==> src/rtl/uart_fifo_bridge_if.sv <==
// UART-side link of uart_fifo_bridge.
//   t_data   : byte presented to the UART transmitter
//   t_valid  : one-cycle transmit strobe
//   tx_ready : UART transmitter can accept a byte
//   r_data   : received byte, valid while rx_ready=1
//   rx_ready : one-cycle strobe, r_data holds a new byte
// master = bridge side, slave = UART side.
interface uart_fifo_bridge_if;
  logic [7:0] t_data;
  logic       t_valid;
  logic       tx_ready;
  logic [7:0] r_data;
  logic       rx_ready;

  modport master (output t_data, output t_valid,
                  input  tx_ready, input r_data, input rx_ready);
  modport slave  (input  t_data, input t_valid,
                  output tx_ready, output r_data, output rx_ready);
endinterface

==> src/rtl/uart_fifo_bridge.sv <==
// Byte buffer between core I/O and the UART wrapper.
// A TX FIFO is drained into the UART via a one-cycle t_valid strobe followed
// by a guard window that ignores tx_ready.
// An RX FIFO captures rx_ready strobes and records drops in a sticky flag.
// Ports:
//   clk, rst              : clock and synchronous active-high reset
//   tx_wr_en/tx_wr_data   : push into the TX FIFO (dropped when tx_full)
//   tx_full, tx_count     : TX FIFO status
//   rx_rd_en/rx_rd_data   : pop and first-word-fall-through head of RX FIFO
//   rx_empty, rx_count    : RX FIFO status
//   rx_overflow, ovf_clr  : sticky drop flag and its clear
//   uart                  : UART link (master modport)
module uart_fifo_bridge #(
  parameter int unsigned DEPTH_LOG2 = 4,
  parameter int unsigned TX_GUARD   = 2
) (
  input  logic                  clk,
  input  logic                  rst,
  input  logic                  tx_wr_en,
  input  logic [7:0]            tx_wr_data,
  output logic                  tx_full,
  output logic [DEPTH_LOG2:0]   tx_count,
  input  logic                  rx_rd_en,
  output logic [7:0]            rx_rd_data,
  output logic                  rx_empty,
  output logic [DEPTH_LOG2:0]   rx_count,
  output logic                  rx_overflow,
  input  logic                  ovf_clr,
  uart_fifo_bridge_if.master    uart
);

  localparam int unsigned DEPTH = 1 << DEPTH_LOG2;
  localparam logic [DEPTH_LOG2:0] FULL_CNT = (DEPTH_LOG2 + 1)'(DEPTH);
  localparam logic [3:0] GUARD_LOAD = 4'(TX_GUARD);

  typedef logic [DEPTH_LOG2-1:0] ptr_t;
  typedef logic [DEPTH_LOG2:0]   cnt_t;
  typedef enum logic {TX_IDLE, TX_GUARD_ST} tx_state_t;

  // ---------------- TX FIFO ----------------
  logic [7:0] tx_mem [DEPTH];
  ptr_t       tx_wr_ptr, tx_rd_ptr;
  cnt_t       tx_cnt;
  logic       tx_push, tx_pop;

  assign tx_full  = (tx_cnt == FULL_CNT);
  assign tx_count = tx_cnt;
  assign tx_push  = tx_wr_en && !tx_full;

  always_ff @(posedge clk) begin
    if (tx_push) tx_mem[tx_wr_ptr] <= tx_wr_data;
  end

  always_ff @(posedge clk) begin
    if (rst) begin
      tx_wr_ptr <= '0;
      tx_rd_ptr <= '0;
      tx_cnt    <= '0;
    end else begin
      if (tx_push) tx_wr_ptr <= tx_wr_ptr + ptr_t'(1);
      if (tx_pop)  tx_rd_ptr <= tx_rd_ptr + ptr_t'(1);
      case ({tx_push, tx_pop})
        2'b10:   tx_cnt <= tx_cnt + cnt_t'(1);
        2'b01:   tx_cnt <= tx_cnt - cnt_t'(1);
        default: tx_cnt <= tx_cnt;
      endcase
    end
  end

  // ---------------- TX FSM ----------------
  tx_state_t  state_q, state_d;
  logic [3:0] guard_q, guard_d;
  logic       t_valid_q, t_valid_d;
  logic [7:0] t_data_q, t_data_d;

  always_comb begin
    state_d   = state_q;
    guard_d   = guard_q;
    t_valid_d = 1'b0;
    t_data_d  = t_data_q;
    tx_pop    = 1'b0;
    case (state_q)
      TX_IDLE: begin
        if (uart.tx_ready && (tx_cnt != '0)) begin
          tx_pop    = 1'b1;
          t_valid_d = 1'b1;
          t_data_d  = tx_mem[tx_rd_ptr];
          guard_d   = GUARD_LOAD;
          state_d   = TX_GUARD_ST;
        end
      end
      TX_GUARD_ST: begin
        guard_d = guard_q - 4'd1;
        if (guard_q == 4'd1) state_d = TX_IDLE;
      end
      default: state_d = TX_IDLE;
    endcase
  end

  always_ff @(posedge clk) begin
    if (rst) begin
      state_q   <= TX_IDLE;
      guard_q   <= '0;
      t_valid_q <= 1'b0;
      t_data_q  <= '0;
    end else begin
      state_q   <= state_d;
      guard_q   <= guard_d;
      t_valid_q <= t_valid_d;
      t_data_q  <= t_data_d;
    end
  end

  assign uart.t_valid = t_valid_q;
  assign uart.t_data  = t_data_q;

  // ---------------- RX FIFO ----------------
  logic [7:0] rx_mem [DEPTH];
  ptr_t       rx_wr_ptr, rx_rd_ptr;
  cnt_t       rx_cnt;
  logic       rx_push, rx_pop, rx_drop, rx_ovf_q;

  assign rx_empty    = (rx_cnt == '0);
  assign rx_count    = rx_cnt;
  assign rx_overflow = rx_ovf_q;
  assign rx_rd_data  = rx_empty ? '0 : rx_mem[rx_rd_ptr];
  assign rx_pop      = rx_rd_en && !rx_empty;
  // When full, a same-cycle pop frees the slot the write lands in
  // (wr_ptr == rd_ptr), so the head is read out before it is overwritten.
  assign rx_push     = uart.rx_ready && ((rx_cnt != FULL_CNT) || rx_pop);
  assign rx_drop     = uart.rx_ready && (rx_cnt == FULL_CNT) && !rx_pop;

  always_ff @(posedge clk) begin
    if (rx_push) rx_mem[rx_wr_ptr] <= uart.r_data;
  end

  always_ff @(posedge clk) begin
    if (rst) begin
      rx_wr_ptr <= '0;
      rx_rd_ptr <= '0;
      rx_cnt    <= '0;
      rx_ovf_q  <= 1'b0;
    end else begin
      if (rx_push) rx_wr_ptr <= rx_wr_ptr + ptr_t'(1);
      if (rx_pop)  rx_rd_ptr <= rx_rd_ptr + ptr_t'(1);
      case ({rx_push, rx_pop})
        2'b10:   rx_cnt <= rx_cnt + cnt_t'(1);
        2'b01:   rx_cnt <= rx_cnt - cnt_t'(1);
        default: rx_cnt <= rx_cnt;
      endcase
      if (rx_drop)      rx_ovf_q <= 1'b1;
      else if (ovf_clr) rx_ovf_q <= 1'b0;
    end
  end

endmodule

==> src/flat_wrapper.sv <==
// flat-port wrapper written by rule: the top's interface ports become plain ports
module uart_fifo_bridge_flat 
#(
  parameter int unsigned DEPTH_LOG2 = 4,
  parameter int unsigned TX_GUARD   = 2
)
  (clk, rst, tx_wr_en, tx_wr_data, tx_full, tx_count, rx_rd_en, rx_rd_data, rx_empty, rx_count, rx_overflow, ovf_clr, uart_t_data, uart_t_valid, uart_tx_ready, uart_r_data, uart_rx_ready);
  uart_fifo_bridge_if uart_i ();
  input  logic clk;
  input  logic rst;
  input  logic tx_wr_en;
  input  logic [7:0] tx_wr_data;
  output logic tx_full;
  output logic [DEPTH_LOG2:0] tx_count;
  input  logic rx_rd_en;
  output logic [7:0] rx_rd_data;
  output logic rx_empty;
  output logic [DEPTH_LOG2:0] rx_count;
  output logic rx_overflow;
  input  logic ovf_clr;
  output wire logic [$bits(uart_i.t_data)-1:0] uart_t_data;
  output wire logic [$bits(uart_i.t_valid)-1:0] uart_t_valid;
  input wire logic [$bits(uart_i.tx_ready)-1:0] uart_tx_ready;
  input wire logic [$bits(uart_i.r_data)-1:0] uart_r_data;
  input wire logic [$bits(uart_i.rx_ready)-1:0] uart_rx_ready;
  assign uart_t_data = uart_i.t_data;
  assign uart_t_valid = uart_i.t_valid;
  assign uart_i.tx_ready = uart_tx_ready;
  assign uart_i.r_data = uart_r_data;
  assign uart_i.rx_ready = uart_rx_ready;
  uart_fifo_bridge #(.DEPTH_LOG2(DEPTH_LOG2), .TX_GUARD(TX_GUARD)) u_core (.clk(clk), .rst(rst), .tx_wr_en(tx_wr_en), .tx_wr_data(tx_wr_data), .tx_full(tx_full), .tx_count(tx_count), .rx_rd_en(rx_rd_en), .rx_rd_data(rx_rd_data), .rx_empty(rx_empty), .rx_count(rx_count), .rx_overflow(rx_overflow), .ovf_clr(ovf_clr), .uart(uart_i));
endmodule
==> config.mk <==
export PLATFORM = sky130hd
export DESIGN_NAME = uart_fifo_bridge_flat
export DESIGN_NICKNAME = d
export VERILOG_FILES = /design/src/rtl/uart_fifo_bridge_if.sv /design/src/rtl/uart_fifo_bridge.sv /design/src/flat_wrapper.sv
export SDC_FILE = /design/constraint.sdc
export NUM_CORES = 1
export LEC_CHECK = 0
export ABC_AREA = 1
export CAP_MARGIN = 30
export CELL_PAD_IN_SITES_DETAIL_PLACEMENT = 1
export CELL_PAD_IN_SITES_GLOBAL_PLACEMENT = 1
export CORE_MARGIN = 2
export CORE_UTILIZATION = 40
export DETAILED_ROUTE_END_ITERATION = 12
export GPL_ROUTABILITY_DRIVEN = 1
export PLACE_DENSITY_LB_ADDON = 0.25
export SYNTH_ARGS = -nofsm -noshare
export SYNTH_HDL_FRONTEND = slang
export SYNTH_SLANG_ARGS = --single-unit
==> constraint.sdc <==
create_clock -name clk -period 2.9 [get_ports clk]
set_input_delay 0.87 -clock clk [delete_from_list [all_inputs] [get_ports clk]]
set_output_delay 0.87 -clock clk [all_outputs]
set_load 0.02 [all_outputs]
======== Yosys cells after proc, flatten, opt, wreduce, memory -nomap -nowiden ========
Memory sizes are Yosys's and may differ from the RTL's. A register that Yosys moved wholly into a read port is not among the register bits.
Cells that the tools add are included.
cells by class
  $add $sub $neg .......................... 9
  equal/unequal tests ..................... 9
  multiplexer cells ....................... 17
  bitwise logic cells ..................... 1
  reduce and logical (&&, ||, !) cells .... 16
operators with widths
  operator                                                number
  case mux 5 bit (2 select lines)                         2
  adder 4 x 1 -> 4 bit (second input constant)            4
  2-to-1 mux 4 bit                                        3
  adder 5 x 1 -> 5 bit (second input constant)            2
  equality test 5 bit (second input constant)             2
  subtractor 5 x 1 -> 5 bit (second input constant)       2
  2-to-1 mux 1 bit                                        9
  2-to-1 mux 8 bit                                        1
  case mux 4 bit (2 select lines)                         1
  logical AND 1 bit                                       6
  nonzero test 2 bit                                      3
  logical NOT 5 bit                                       1
  inequality test 5 bit (second input constant)           1
  nonzero test 5 bit                                      1
  equality test 2 x 1 -> 1 bit (second input constant)    2
  equality test 2 bit (second input constant)             2
  equality test 4 x 1 -> 1 bit (second input constant)    1
  subtractor 4 x 1 -> 4 bit (second input constant)       1
  logical NOT 1 bit                                       3
  inequality test 2 x 1 -> 1 bit (second input constant)  1
  case mux 1 bit (2 select lines)                         1
  AND reduction 2 bit                                     1
  logical OR 1 bit                                        1
  NOT 1 bit                                               1
word-level totals
  register bits ........................... 33
  RAM bits ................................ 256
  input port bits ......................... 23
  output and inout bits ................... 30
  word-level logic and storage cells ...... 64
  memories kept ........................... 2
memory list
  name           words  width  read ports  clocked after memory_dff  wr ports  RTL line                 source
  u_core.rx_mem  16     8      1           1                         1         uart_fifo_bridge.sv:118  logic [7:0] rx_mem [DEPTH];
  u_core.tx_mem  16     8      1           1                         1         uart_fifo_bridge.sv:41   logic [7:0] tx_mem [DEPTH];

======== Depth between registers and ports, before layout ========
  word-level depth ........................ 7
  depth in mapped cells ................... 16
  gate-level depth less buffers ........... 16

======== Worst setup path before layout ========
OpenSTA, ideal clock, no wires.
  path kind ............................... input to register
  start point ............................. input uart_tx_ready
  end point ............................... register u_core.tx_cnt[4], in the netlist u_core.tx_count[4]
  setup time .............................. 71 ps
  arrival ................................. 2,436 ps
  required time ........................... 2,829 ps
  setup slack ............................. 393 ps
  cell stages on the path ................. 13
  buffers on the path ..................... 1
  cell sequence ........................... nand2_1 nor2_2 buf_2 ha_1 inv_1 fa_1 inv_1 nand2_1 a21boi_0 o21bai_1 nand2_1 nand2_1 a21oi_1
on the way
  word-level cells in the longest chain between the ends .. 5
  elaborated cells on any way between the ends .. 7
  those cells by class .................... eq/ne: 2; mux: 3; reduce/logical: 2
RTL lines
  item                                                                   RTL line                source
  start: declaration                                                     flat_wrapper.sv:23      input wire logic [$bits(uart_i.tx_ready)-1:0] uart_tx_ready;
  logical AND 1 bit (*)                                                  uart_fifo_bridge.sv:84  if (uart.tx_ready && (tx_cnt != '0)) begin
  2-to-1 mux 1 bit (*)                                                   uart_fifo_bridge.sv:84
  2-to-1 mux 1 bit (*)                                                   -
  equality test 2 x 1 -> 1 bit or equality test 2 bit (tied branches)    uart_fifo_bridge.sv:62  case ({tx_push, tx_pop})
  case mux 5 bit (2 select lines) or nonzero test 2 bit (tied branches)  -
  end signal: assignment                                                 uart_fifo_bridge.sv:63  2'b10: tx_cnt <= tx_cnt + cnt_t'(1);
  end signal: assignment                                                 uart_fifo_bridge.sv:64  2'b01: tx_cnt <= tx_cnt - cnt_t'(1);
  end signal: assignment                                                 uart_fifo_bridge.sv:65  default: tx_cnt <= tx_cnt;
  end: declaration                                                       uart_fifo_bridge.sv:43  cnt_t tx_cnt;
Mark *: on every way between the ends. The rest lies on a longest branch, timed or not.
A chain may end at the register's enable or synchronous reset.

==> results.toml <==
[setup_path]
crit_fanout = 20
crit_slowest_cell = "dfxtp_4"
critical_path_class = "reg -> out"
slowest_delay_ns = 0.44
critPathRequiredTime_ns = 2.03
path_cells = "buf_12 -> clkbuf_16 -> nand2_1 -> nand3_1 -> nand3_1 -> nand2_1 -> nand2_1 -> a21oi_2 -> buf_4"
crit_path_start_kind = "flip-flop"
end_kind = "output pin"
crit_top_cell = "nand2_1"
worst-path-buf-inv = 3
critPathTopFamily = "buffers and inverters"
cp.arrival_ns = 1.97

[sta]
post-route-period-util_pct = 97.9
max_slew_margin_pct = 52.8
finalMaxSlewViolations = 0
worstMarginPinSlew_ns = 0.705
setup_violations = 0
skew_ns = 0.0157
fin_crit_ns = 2.84
finalHoldViolations = 0
fin_ws_ns = 0.0617
rsz0062_at_grt = "true"
holdWs_ns = 0.473
max_freq_mhz = 352

[clock_network]
cts_root_buf = "clkbuf_16"
insertion_delay_ns = 0.52
cts_sinks = 301
ctsHoldBuffers = 0
cts_tree = "built"
cts.clk_slew.worst_paths_ns = 0.07
cts_max_path_buffers = 3
cts_max_level = 2
numCtsBuffers = 34

[place]
dp_slack_ns = -0.129
port_buffers = 52
dpl.hpwl_um = 22000
gp_congestion = 0.785

[die]
row_count = 65
die_area_mm2 = 0.0337
die_h_um = 184
io_pins = 53
start_util_pct = 40.8
fp.dieW_um = 184
core_area_mm2 = 0.0316

[drt]
avgViaCountPerCell = 5.13
wire_per_inst_um = 19.2
drt-total-wl_um = 34700
drt_first_pass_iters = 5
vias = 9262
remaining_drc_errors = 0
ant_nets = 0
drt_iter0_markers = 545

[synthesis]
synth-edff-count = 256
synthArstFlopShare_pct = 0
yosys-top-cells-count = "nand2_1, edfxtp_1, nand3_1"
synth_area_mm2 = 0.0129
synth_ff_type = "edfxtp_1"
yosys.area.top_type = "edfxtp_1"
synth.top_cells.by_area = "edfxtp_1, nand2_1, nand3_1"
syn_area_per_cell_um2 = 10.2
synth_top_area_share_pct = 59.6
yosysSeqAreaShare_pct = 66.6
yosysWarnings = 0
yosysUniqueCellTypes = 27
synth_cells = 1262
post-synth-top-count-cell = "nand2_1"
ys_ff_latch = 301
synth_fp_nets = 1306

[final_layout]
utilization_pct = 49.1
drive_gt1_share_pct = 11.0
final_nets = 1422
diodes = 0
syn2layout_area_growth_pct = 20.5

[power_and_ir_drop]
powerDensity_mw_per_mm2 = 874
pwr-share-seq_pct = 37.7
irDropWorstVdd_uv = 479
leakagePower_nw = 6.31
total_power_w = 0.0136
intPower_w = 0.00910
combPwrFrac_pct = 29.9
switching_power_w = 0.00450
clockPowerShare_pct = 32.4
sw_frac_of_total_pct = 33.1

[status]
status = "finished clean"

[global_route]
grt_max_degree = 57
antenna_found_initial = 0
grt_pass1_wl_um = 53800
gr-usage-all-layers_pct = 20.7
overflow = 0
grt_pass1_vias = 9827

[flow_run]
drv_cap = 0

[worst_hold_path]
hold_path_class = "reg -> reg"
-- flip-flops by register name (all words and copies together), names as in the netlist, named ones only --
signal / cells
u_core.rx_mem: 128
u_core.tx_mem: 128
u_core.uart.t_data: 8
u_core.rx_count: 5
u_core.tx_count: 5
u_core.guard_q: 4
u_core.rx_rd_ptr: 4
u_core.rx_wr_ptr: 4
u_core.tx_rd_ptr: 4
u_core.tx_wr_ptr: 4
u_core.rx_overflow: 1
u_core.state_q: 1
u_core.uart.t_valid: 1
-- kinds of logic (layout without fill, tap and decap cells) --
group | count (synthesis) | after routing | share of synthesized area (%)
XOR/XNOR | 14 | 14 | 0.950
adder cells (fa/ha/maj) | 21 | 21 | 2.09
flip-flops | 301 | 301 | 66.6
AND/OR/NAND/NOR | 685 | 685 | 22.1
AO/OA/AOI/OAI | 60 | 60 | 2.56
buffers and inverters | 181 | 322 | 5.78
-- layout make-up --
class,instances,area (um2)
inverters,126,490
repair buffers,135,1220
clock buffers,49,960
fillers,3437,16100
flip-flops and latches,301,8590
multi-input cells,780,3590
well taps,402,503
clock inverters,12,183
-- repair_timing --
action,in CTS,in global routing
gates cloned,0,2
buffers inserted,1,1
pin swaps,1,2
setup endpoints to repair,9,8
resized for setup,40,14
-- tightest hold or removal path: stages, from the launching register on --
cell,delay [ns]
dfxtp_1,0.31
nand2_1,0.06
a21oi_1,0.06
-- placed cells by master, fill, tap and decap left out, types with 2 or more instances in the layout --
cell type        netlist  routed
buf_4                  7      80
o21bai_1               2       2
ha_1                  20      20
dfxtp_1               45      43
inv_1                120     120
clkinv_1               3       4
buf_2                 32       3
o21a_1                 8       8
inv_2                  3       2
edfxtp_1             256     256
a21oi_1               34      28
a21boi_0               2       2
xnor2_1                4       4
xor2_1                10      10
nor3_1                 3       3
clkinv_8               0       3
o21ai_0               14      14
clkbuf_16              0      38
clkdlybuf4s50_1        0      43
clkinv_2               0       3
bufinv_16              0       4
nor2_1                52      52
buf_12                 0       5
clkbuf_1               9      12
nand3_1              197     197
nand4_1                3       3
nand2_2                1       2
nand2_1              426     425
a21oi_2                0       6
-- per-stage QoR --
stage               cell area (um2)  instances  setup TNS [ns]
floorplan                     12900       1262               0
global placement              14300       1740               0
detailed placement            14300       1740          -0.188
CTS                           15400       1802               0
global route                  15500       1805          -0.138
finish                        15500       1805               0
-- power groups by stage --
stage / sequential (W) / clock [W] / combinational, W
5_1_grt: 0.00515 / 0.00465 / 0.00455
3_3_place_gp: 0.00519 / 0 / 0.00388
3_5_place_dp: 0.00520 / 0 / 0.00397
4_1_cts: 0.00512 / 0.00449 / 0.00396
2_1_floorplan: 0.00528 / 0 / 0.00235
6_report: 0.00512 / 0.00441 / 0.00406
-- final timing paths --
path / from / to / slack, ns / cells after the start
max: flip-flop / rx_rd_data[3] / 0.06 / 9
min: u_core.rx_overflow$_SDFFE_PP0P_ / u_core.rx_overflow$_SDFFE_PP0P_ / 0.47 / 2
max reg2reg: u_core.rx_count[3]$_SDFFE_PP0P_ / u_core.rx_count[4]$_SDFFE_PP0P_ / 0.64 / 16
min reg2reg: u_core.rx_overflow$_SDFFE_PP0P_ / u_core.rx_overflow$_SDFFE_PP0P_ / 0.47 / 2
-- metal layers --
metal / share of wire, % / GRT usage, %
met5: 0 / 0
met3: 4.3 / 3.05
met1: 46 / 28.1
met4: 2.3 / 5.89
met2: 48 / 34.8
Power figures use the tool's default switching activity.
